File: config.mk
export PLATFORM = sky130hd
export DESIGN_NAME = mmu_feeder
export DESIGN_NICKNAME = d
export VERILOG_FILES = /design/src/rtl/mmu_feeder_pkg.sv /design/src/rtl/mmu_skew_lane.sv /design/src/rtl/mmu_feeder.sv
export SDC_FILE = /design/constraint.sdc
export NUM_CORES = 1
export LEC_CHECK = 0
export BUFFER_PORTS_ARGS = -buffer_cell sky130_fd_sc_hd__buf_2
export CORE_UTILIZATION = 40
export CTS_BUF_LIST = sky130_fd_sc_hd__clkbuf_8
export CTS_CLUSTER_DIAMETER = 50
export DETAILED_ROUTE_END_ITERATION = 8
export SYNTH_ARGS = -nofsm -noshare
export SYNTH_HDL_FRONTEND = slang
export SYNTH_SLANG_ARGS = --single-unit
File: constraint.sdc
create_clock -name clk -period 19.4 [get_ports clk]
set_input_delay 0.97 -clock clk [delete_from_list [all_inputs] [get_ports clk]]
set_output_delay 0.97 -clock clk [all_outputs]
set_load 0.03 [all_outputs]
File: src/rtl/mmu_feeder_pkg.sv
// Shared definitions for the MMU feeder and the systolic array it drives.
// Holds the feeder state encoding, the array geometry defaults and the
// helper that locates a lane/element inside a packed row vector.
package mmu_feeder_pkg;

  localparam int MMU_DEPTH     = 4;
  localparam int MMU_BIT_WIDTH = 8;

  typedef enum logic [2:0] {
    IDLE,
    WT_FILL,
    WT_EMIT,
    STREAM,
    FLUSH
  } feeder_state_e;

  // Low bit of lane/element `lane` in a packed vector of `bw`-bit elements.
  function automatic int lane_lo(input int lane, input int bw);
    return lane * bw;
  endfunction

endpackage

File: src/rtl/mmu_skew_lane.sv
// One lane of the activation skew: a DELAY-stage shift register.
// Ports:
//   clk, rst  - clock, asynchronous active-high reset (clears every stage)
//   din_i     - lane input (zero when no activation is transferred)
//   dout_o    - output of the last stage, DELAY cycles after din_i
module mmu_skew_lane #(
  parameter int DELAY     = 1,
  parameter int BIT_WIDTH = 8
) (
  input  logic                 clk,
  input  logic                 rst,
  input  logic [BIT_WIDTH-1:0] din_i,
  output logic [BIT_WIDTH-1:0] dout_o
);

  logic [BIT_WIDTH-1:0] sr_q [DELAY];

  always_ff @(posedge clk or posedge rst) begin
    if (rst) begin
      for (int k = 0; k < DELAY; k++) sr_q[k] <= '0;
    end else begin
      sr_q[0] <= din_i;
      for (int k = 1; k < DELAY; k++) sr_q[k] <= sr_q[k-1];
    end
  end

  assign dout_o = sr_q[DELAY-1];

endmodule

File: src/rtl/mmu_feeder.sv
// Initiator-side sequencer for the systolic MMU.
// Buffers a DEPTH x DEPTH weight tile, shifts it into the array (control
// high for exactly DEPTH cycles, rows in reverse order), then streams
// activation vectors through per-lane diagonal skew registers and drains
// the skew before pulsing done.
// Ports:
//   clk, rst          - clock, asynchronous active-high reset
//   start, reuse_wt   - job request (IDLE only); reuse_wt skips the weight load
//   wt_valid/wt_ready/wt_row              - weight row handshake
//   act_valid/act_ready/act_vec/act_last  - activation vector handshake
//   control, wt_arr, data_arr             - registered drive of the MMU
//   busy              - not IDLE
//   done              - one-cycle pulse at job completion
module mmu_feeder
  import mmu_feeder_pkg::*;
#(
  parameter int DEPTH     = MMU_DEPTH,
  parameter int BIT_WIDTH = MMU_BIT_WIDTH
) (
  input  logic                       clk,
  input  logic                       rst,
  input  logic                       start,
  input  logic                       reuse_wt,
  input  logic                       wt_valid,
  output logic                       wt_ready,
  input  logic [DEPTH*BIT_WIDTH-1:0] wt_row,
  input  logic                       act_valid,
  output logic                       act_ready,
  input  logic [DEPTH*BIT_WIDTH-1:0] act_vec,
  input  logic                       act_last,
  output logic                       control,
  output logic [DEPTH*BIT_WIDTH-1:0] wt_arr,
  output logic [DEPTH*BIT_WIDTH-1:0] data_arr,
  output logic                       busy,
  output logic                       done
);

  localparam int ROW_W = DEPTH * BIT_WIDTH;
  localparam int CW    = $clog2(DEPTH) + 1;

  feeder_state_e    state_q, state_d;
  logic [CW-1:0]    fill_cnt_q, fill_cnt_d;
  // Counts emitted rows in WT_EMIT and elapsed flush cycles in FLUSH.
  logic [CW-1:0]    emit_cnt_q, emit_cnt_d;
  logic [ROW_W-1:0] buf_q [DEPTH];
  logic [ROW_W-1:0] buf_d [DEPTH];
  logic             control_q, control_d;
  logic [ROW_W-1:0] wt_arr_q, wt_arr_d;
  logic             done_q, done_d;
  logic [ROW_W-1:0] emit_row;
  logic             act_xfer;

  assign wt_ready  = (state_q == WT_FILL);
  assign act_ready = (state_q == STREAM);
  assign busy      = (state_q != IDLE);
  assign act_xfer  = act_valid && act_ready;

  // Row shown during the next emit cycle: emit_cnt_q rows are already out,
  // and rows leave highest-index first.
  always_comb begin
    emit_row = '0;
    for (int r = 0; r < DEPTH; r++) begin
      if (emit_cnt_q == CW'(r)) emit_row = buf_q[DEPTH-1-r];
    end
  end

  // Outputs are registered, so they are computed from the state being
  // entered: control rises on the edge that accepts the last weight row.
  always_comb begin
    state_d    = state_q;
    fill_cnt_d = fill_cnt_q;
    emit_cnt_d = emit_cnt_q;
    buf_d      = buf_q;
    control_d  = 1'b0;
    wt_arr_d   = '0;
    done_d     = 1'b0;
    case (state_q)
      IDLE: begin
        if (start) begin
          fill_cnt_d = '0;
          emit_cnt_d = '0;
          state_d    = reuse_wt ? STREAM : WT_FILL;
        end
      end
      WT_FILL: begin
        if (wt_valid) begin
          for (int r = 0; r < DEPTH; r++) begin
            if (fill_cnt_q == CW'(r)) buf_d[r] = wt_row;
          end
          fill_cnt_d = fill_cnt_q + CW'(1);
          if (fill_cnt_q == CW'(DEPTH-1)) begin
            // The row being accepted is the first one emitted.
            state_d    = WT_EMIT;
            emit_cnt_d = CW'(1);
            control_d  = 1'b1;
            wt_arr_d   = wt_row;
          end
        end
      end
      WT_EMIT: begin
        if (emit_cnt_q == CW'(DEPTH)) begin
          state_d    = STREAM;
          emit_cnt_d = '0;
        end else begin
          control_d  = 1'b1;
          wt_arr_d   = emit_row;
          emit_cnt_d = emit_cnt_q + CW'(1);
        end
      end
      STREAM: begin
        if (act_xfer && act_last) begin
          if (DEPTH == 1) begin
            state_d = IDLE;
            done_d  = 1'b1;
          end else begin
            state_d    = FLUSH;
            emit_cnt_d = CW'(1);
          end
        end
      end
      FLUSH: begin
        if (emit_cnt_q == CW'(DEPTH-1)) begin
          state_d    = IDLE;
          emit_cnt_d = '0;
          done_d     = 1'b1;
        end else begin
          emit_cnt_d = emit_cnt_q + CW'(1);
        end
      end
      default: state_d = IDLE;
    endcase
  end

  always_ff @(posedge clk or posedge rst) begin
    if (rst) begin
      state_q    <= IDLE;
      fill_cnt_q <= '0;
      emit_cnt_q <= '0;
      control_q  <= 1'b0;
      wt_arr_q   <= '0;
      done_q     <= 1'b0;
      for (int r = 0; r < DEPTH; r++) buf_q[r] <= '0;
    end else begin
      state_q    <= state_d;
      fill_cnt_q <= fill_cnt_d;
      emit_cnt_q <= emit_cnt_d;
      control_q  <= control_d;
      wt_arr_q   <= wt_arr_d;
      done_q     <= done_d;
      buf_q      <= buf_d;
    end
  end

  assign control = control_q;
  assign wt_arr  = wt_arr_q;
  assign done    = done_q;

  // Lane i holds i+1 registers; a bubble or non-STREAM cycle feeds zeros.
  for (genvar i = 0; i < DEPTH; i++) begin : g_lane
    logic [BIT_WIDTH-1:0] lane_in;
    assign lane_in = act_xfer ? act_vec[lane_lo(i, BIT_WIDTH) +: BIT_WIDTH] : '0;
    mmu_skew_lane #(
      .DELAY    (i + 1),
      .BIT_WIDTH(BIT_WIDTH)
    ) u_lane (
      .clk   (clk),
      .rst   (rst),
      .din_i (lane_in),
      .dout_o(data_arr[lane_lo(i, BIT_WIDTH) +: BIT_WIDTH])
    );
  end

endmodule

After elaboration in Yosys (flattened, before gate mapping)
Cells that the tools add are included.
- multiplexer cells: 35
- reduce and logical (&&, ||, !) cells: 15
- add/sub/neg operators: 2
- eq/ne operators: 17
- operators by type and width (kind ; number):
    32-bit two-way mux ; 7
    32-bit one-hot mux with 2 select lines ; 1
    3-bit two-way mux ; 13
    8-bit two-way mux ; 4
    3-bit one-hot mux with 5 select lines ; 2
    3-bit by 2-bit equality test with 1-bit output, second input constant ; 6
    3-bit AND reduction ; 5
    3-bit by 1-bit equality test with 1-bit output, second input constant ; 3
    3-bit logical NOT ; 3
    2-bit inequality test, second input constant ; 4
    3-bit by 1-bit adder with 3-bit output, second input constant ; 2
    3-bit equality test, second input constant ; 2
    3-bit one-hot mux with 2 select lines ; 1
    6-bit AND reduction ; 1
    1-bit two-way mux ; 5
    5-bit AND reduction ; 1
    5-bit nonzero test ; 1
    2-bit by 1-bit inequality test with 1-bit output, second input constant ; 2
    3-bit nonzero test ; 1
    1-bit logical AND ; 2
    2-bit two-way mux ; 1
    1-bit one-hot mux with 2 select lines ; 1
    2-bit nonzero test ; 1
- flip-flop bits (word level): 251
- word-level logic and storage cells: 89
- output and inout port bits: 69
- input port bits: 71

Longest topological paths before layout
- depth in word-level cells: 7
- gate-level depth with buffers: 9
- gate-level depth less buffers: 6

Cells and area by module
Synthesis repeated with hierarchy kept, for this count alone.
- cells, all modules: 757
- area, all modules: 9930.8 µm²
- by module, submodules not included (module ; instances ; area an instance (µm²) ; seq. area each (µm²) ; cells an instance):
    mmu_feeder ; 1 ; 7733.7 ; 4279.1 ; 649
    mmu_skew_lane (g_lane[3].u_lane) ; 1 ; 864.6 ; 800.8 ; 41
    mmu_skew_lane (g_lane[2].u_lane) ; 1 ; 664.4 ; 600.6 ; 33
    mmu_skew_lane (g_lane[1].u_lane) ; 1 ; 464.2 ; 400.4 ; 25
    mmu_skew_lane (g_lane[0].u_lane) ; 1 ; 203.9 ; 200.2 ; 9

Worst setup path after synthesis
OpenSTA, ideal clock, no wires.
- path type: flip-flop to output port
- start point: register state_q[0]
- end point: output busy
- arrival: 1.173 ns
- setup slack: 17.257 ns
- required time: 18.430 ns
- path buffers: 2
- stages on the path, launching flop included: 4
- cell sequence: dfrtp_1 -> buf_2 -> clkbuf_1 -> or3_1
- word-level cells in the longest chain between the ends: 1
- ends and longest elaborated chain (what ; line ; source):
    from (decl) ; mmu_feeder.sv:41 ; feeder_state_e state_q, state_d;
    from (signal assigned) ; mmu_feeder.sv:144 ; state_q <= state_d;
    3-bit nonzero test ; mmu_feeder.sv:55 ; assign busy = (state_q != IDLE);
    to (decl) ; mmu_feeder.sv:34 ; output logic busy,
No other way between the ends.

==> flow_summary_export.csv <==
group,metric,value,unit
yosys,synth_top_cell_area_share,0.623,
drt,viasPerCell,4.89,
drt,post-route-drc-count,0,
yosys,avgSynthCellArea,11.8,µm²
clocking,post_cts_buffers,0,
finish,nets,1047,
place,io_buffer_count,139,
power,vdd_drop_max,0.0693,mV
floorplan,die_height,161,µm
finish,drive_gt1_frac,0.291,
drt,routed_wl,21.7,mm
floorplan,die_w,161,µm
yosys,synthTopCellsByArea,"dfrtp_1, mux2_2, nand2_1, o211ai_1, mux2_1",
floorplan,start_util,0.411,
global_routing,grt_pass1_wl,36.2,mm
place,dp_slack,15.81,ns
run,drv_cap,0,
power,power_density,145,nW/µm²
power,leakage,5.81,nW
timing,layout_min_cycle_time,2.87,ns
yosys,syn_inst,851,
finish,final_cell_mix,"dfrtp_1, nand2_1, buf_2",
global_routing,grt_antenna_before_repair,0,
drt,vias,6422,
finish,fin_cells,1314,
drt,drtIter0Drc,341,
timing,finalHoldViolations,0,
finish,areaGrowthSynthToFinish,14.8,%
global_routing,first_global_vias,6715,
clocking,clock_path_buffers,3,
timing,rsz0062_at_grt,"false",
setup_path,arrival,3.39,ns
yosys,synth_top_cell_by_area,"dfrtp_1",
global_routing,grtUsageTotal,0.177,
drt,highest_layer,"met4",
drt,wirelength_met1,9.65,mm
global_routing,grt_overflow,0,
clocking,post_cts_resized,0,
clocking,cts_num_sinks,251,
clocking,cts_root_buf,"clkbuf_8",
floorplan,core,24500,µm²
yosys,ys_warn_count,0,
outcome,status,"finished, final reports clean",
setup_path,crit_type,"in2async",
clocking,cts_buffers,44,
setup_path,endpoint_kind,"async pin",
yosys,syn_nets,933,
drt,routedWlPerCell,16.5,µm
finish,final_common_cell,"dfrtp_1",
finish,final_area,11600,µm²
yosys,ys_ff_latch,251,
setup_path,cp_max_fo,110,
timing,max_slew_margin,0.365,
clocking,cts_hold_buffers,0,
power,p_total,1.67,mW
yosys,synthesis.area,10100,µm²
drt,wl_met3,1.27,mm
timing,fin_skew,0.0196,ns
setup_path,start_kind,"primary input",
place,placed_cell_area,10800,µm²
global_routing,grt_max_degree,111,
place,hpwlAfterDp,12.0,mm
timing,fmax,348,MHz
place,gp_congestion,0.722,
timing,worst_pin_slew,0.952,ns
floorplan,rows,57,
timing,drv_slew,0,
finish,n_antenna_cell,0,
hold_path,hp-class,"reg2reg",
timing,setup_slack,16.53,ns
clocking,clk_latency,0.53,ns
yosys,seq_area_frac_synth,0.623,
timing,finalSetupTns,0,ns
clocking,path_clk_slew,0.06,ns
timing,setup_violations,0,
drt,detail-route-antenna-nets,0,
setup_path,required,19.92,ns
timing,fin_crit_sh,0.148,
place,dp_cells,1243,
drt,first_pass_iters,4,
floorplan,ios,140,
clocking,cts_tree,"built",
yosys,synth_cell_type_count,36,
drt,wl_met2,10.3,mm
floorplan,die_area,25800,µm²
clocking,cts_htree_levels,2,
-- logic make-up (layout without fill, tap and decap cells) --
group           count (synthesis)  in the layout  synth area share
buf+inv                        86            225            0.0489
compound gates                116            116            0.0697
mux                            99             99             0.110
fa+ha+maj                      11             11            0.0137
flops                         251            251             0.623
simple gates                  288            288             0.134
-- critical path: stages --
cell   delay [ns]
buf_2        0.13
inv_8        0.53
buf_4        0.82
buf_4        0.84
-- routing by layer --
metal  GRT usage  vias up
met5           0        -
met4      0.0545        0
met3      0.0351       38
met2       0.284      161
met1       0.243     3160
li1            -     3063
-- per-stage QoR --
step | util | hold WS [ns]
2_1_floorplan | - | 0.331
3_3_place_gp | 0.440 | 0.331
3_5_place_dp | 0.440 | 0.335
4_1_cts | 0.471 | 0.333
5_1_grt | 0.471 | 0.327
6_report | 0.471 | 0.332
-- Yosys cell counts --
cell / number
or3_1: 1
mux2i_1: 2
o211ai_1: 32
a32o_1: 1
clkbuf_1: 28
ha_1: 11
mux2_2: 77
and2_4: 1
o311ai_0: 1
a31oi_1: 1
a22o_1: 3
o221ai_1: 1
a21o_1: 1
nand3b_1: 1
buf_1: 5
a2111oi_0: 1
nor3b_1: 1
nand3_1: 35
and2_1: 35
a221o_1: 1
and3_1: 3
nand2_1: 168
a222oi_1: 1
o21ai_0: 38
buf_6: 9
a21oi_1: 35
nand2_4: 3
nor2_1: 5
mux2_1: 20
dfrtp_1: 251
and4bb_1: 1
inv_1: 10
buf_2: 10
nand2b_1: 33
buf_4: 24
nor2b_1: 1
-- power by group --
part / total [mW] / switching (mW) / internal [mW]
logic: 0.469 / 0.280 / 0.190
clock network: 0.436 / 0.200 / 0.236
registers: 0.768 / 0.0796 / 0.689
total: 1.67 / 0.559 / 1.11
-- final cells by class --
class                           instances  area [µm²]
Fill cell                            2316       13000
Tap cell                              324         405
Clock inverter                         20        82.6
Sequential cell                       251        6280
Multi-Input combinational cell        514        3320
Inverter                               10        45.0
Clock buffer                           51         702
Timing Repair Buffer                  144         733
-- final timing paths --
path	start	end	slack, ns	cells past startpoint
setup / recovery	rst	buf_q[53]$_DFFE_PP0P_	16.53	4
min in group asynchronous	rst	g_lane[3].u_lane.sr_q[11]$_DFF_PP0_	0.59	2
hold reg to reg	g_lane[2].u_lane.sr_q[13]$_DFF_PP0_	g_lane[2].u_lane.dout_o[5]$_DFF_PP0_	0.33	0
setup reg to reg	emit_cnt_q[0]$_DFFE_PP0P_	emit_cnt_q[2]$_DFFE_PP0P_	16.63	6
max in group clk	state_q[0]$_DFFE_PP0P_	act_ready	16.61	3
hold / removal	g_lane[2].u_lane.sr_q[13]$_DFF_PP0_	g_lane[2].u_lane.dout_o[5]$_DFF_PP0_	0.33	0
-- flip-flops by register name, summed over array words and instances (netlist names) --
signal and flops:
g_lane.u_lane.sr_q 48, done 1, buf_q 128, control 1, fill_cnt_q 3, g_lane.u_lane.dout_o 32
state_q 3, wt_arr 32, emit_cnt_q 3
Power figures use the tool's default switching activity.
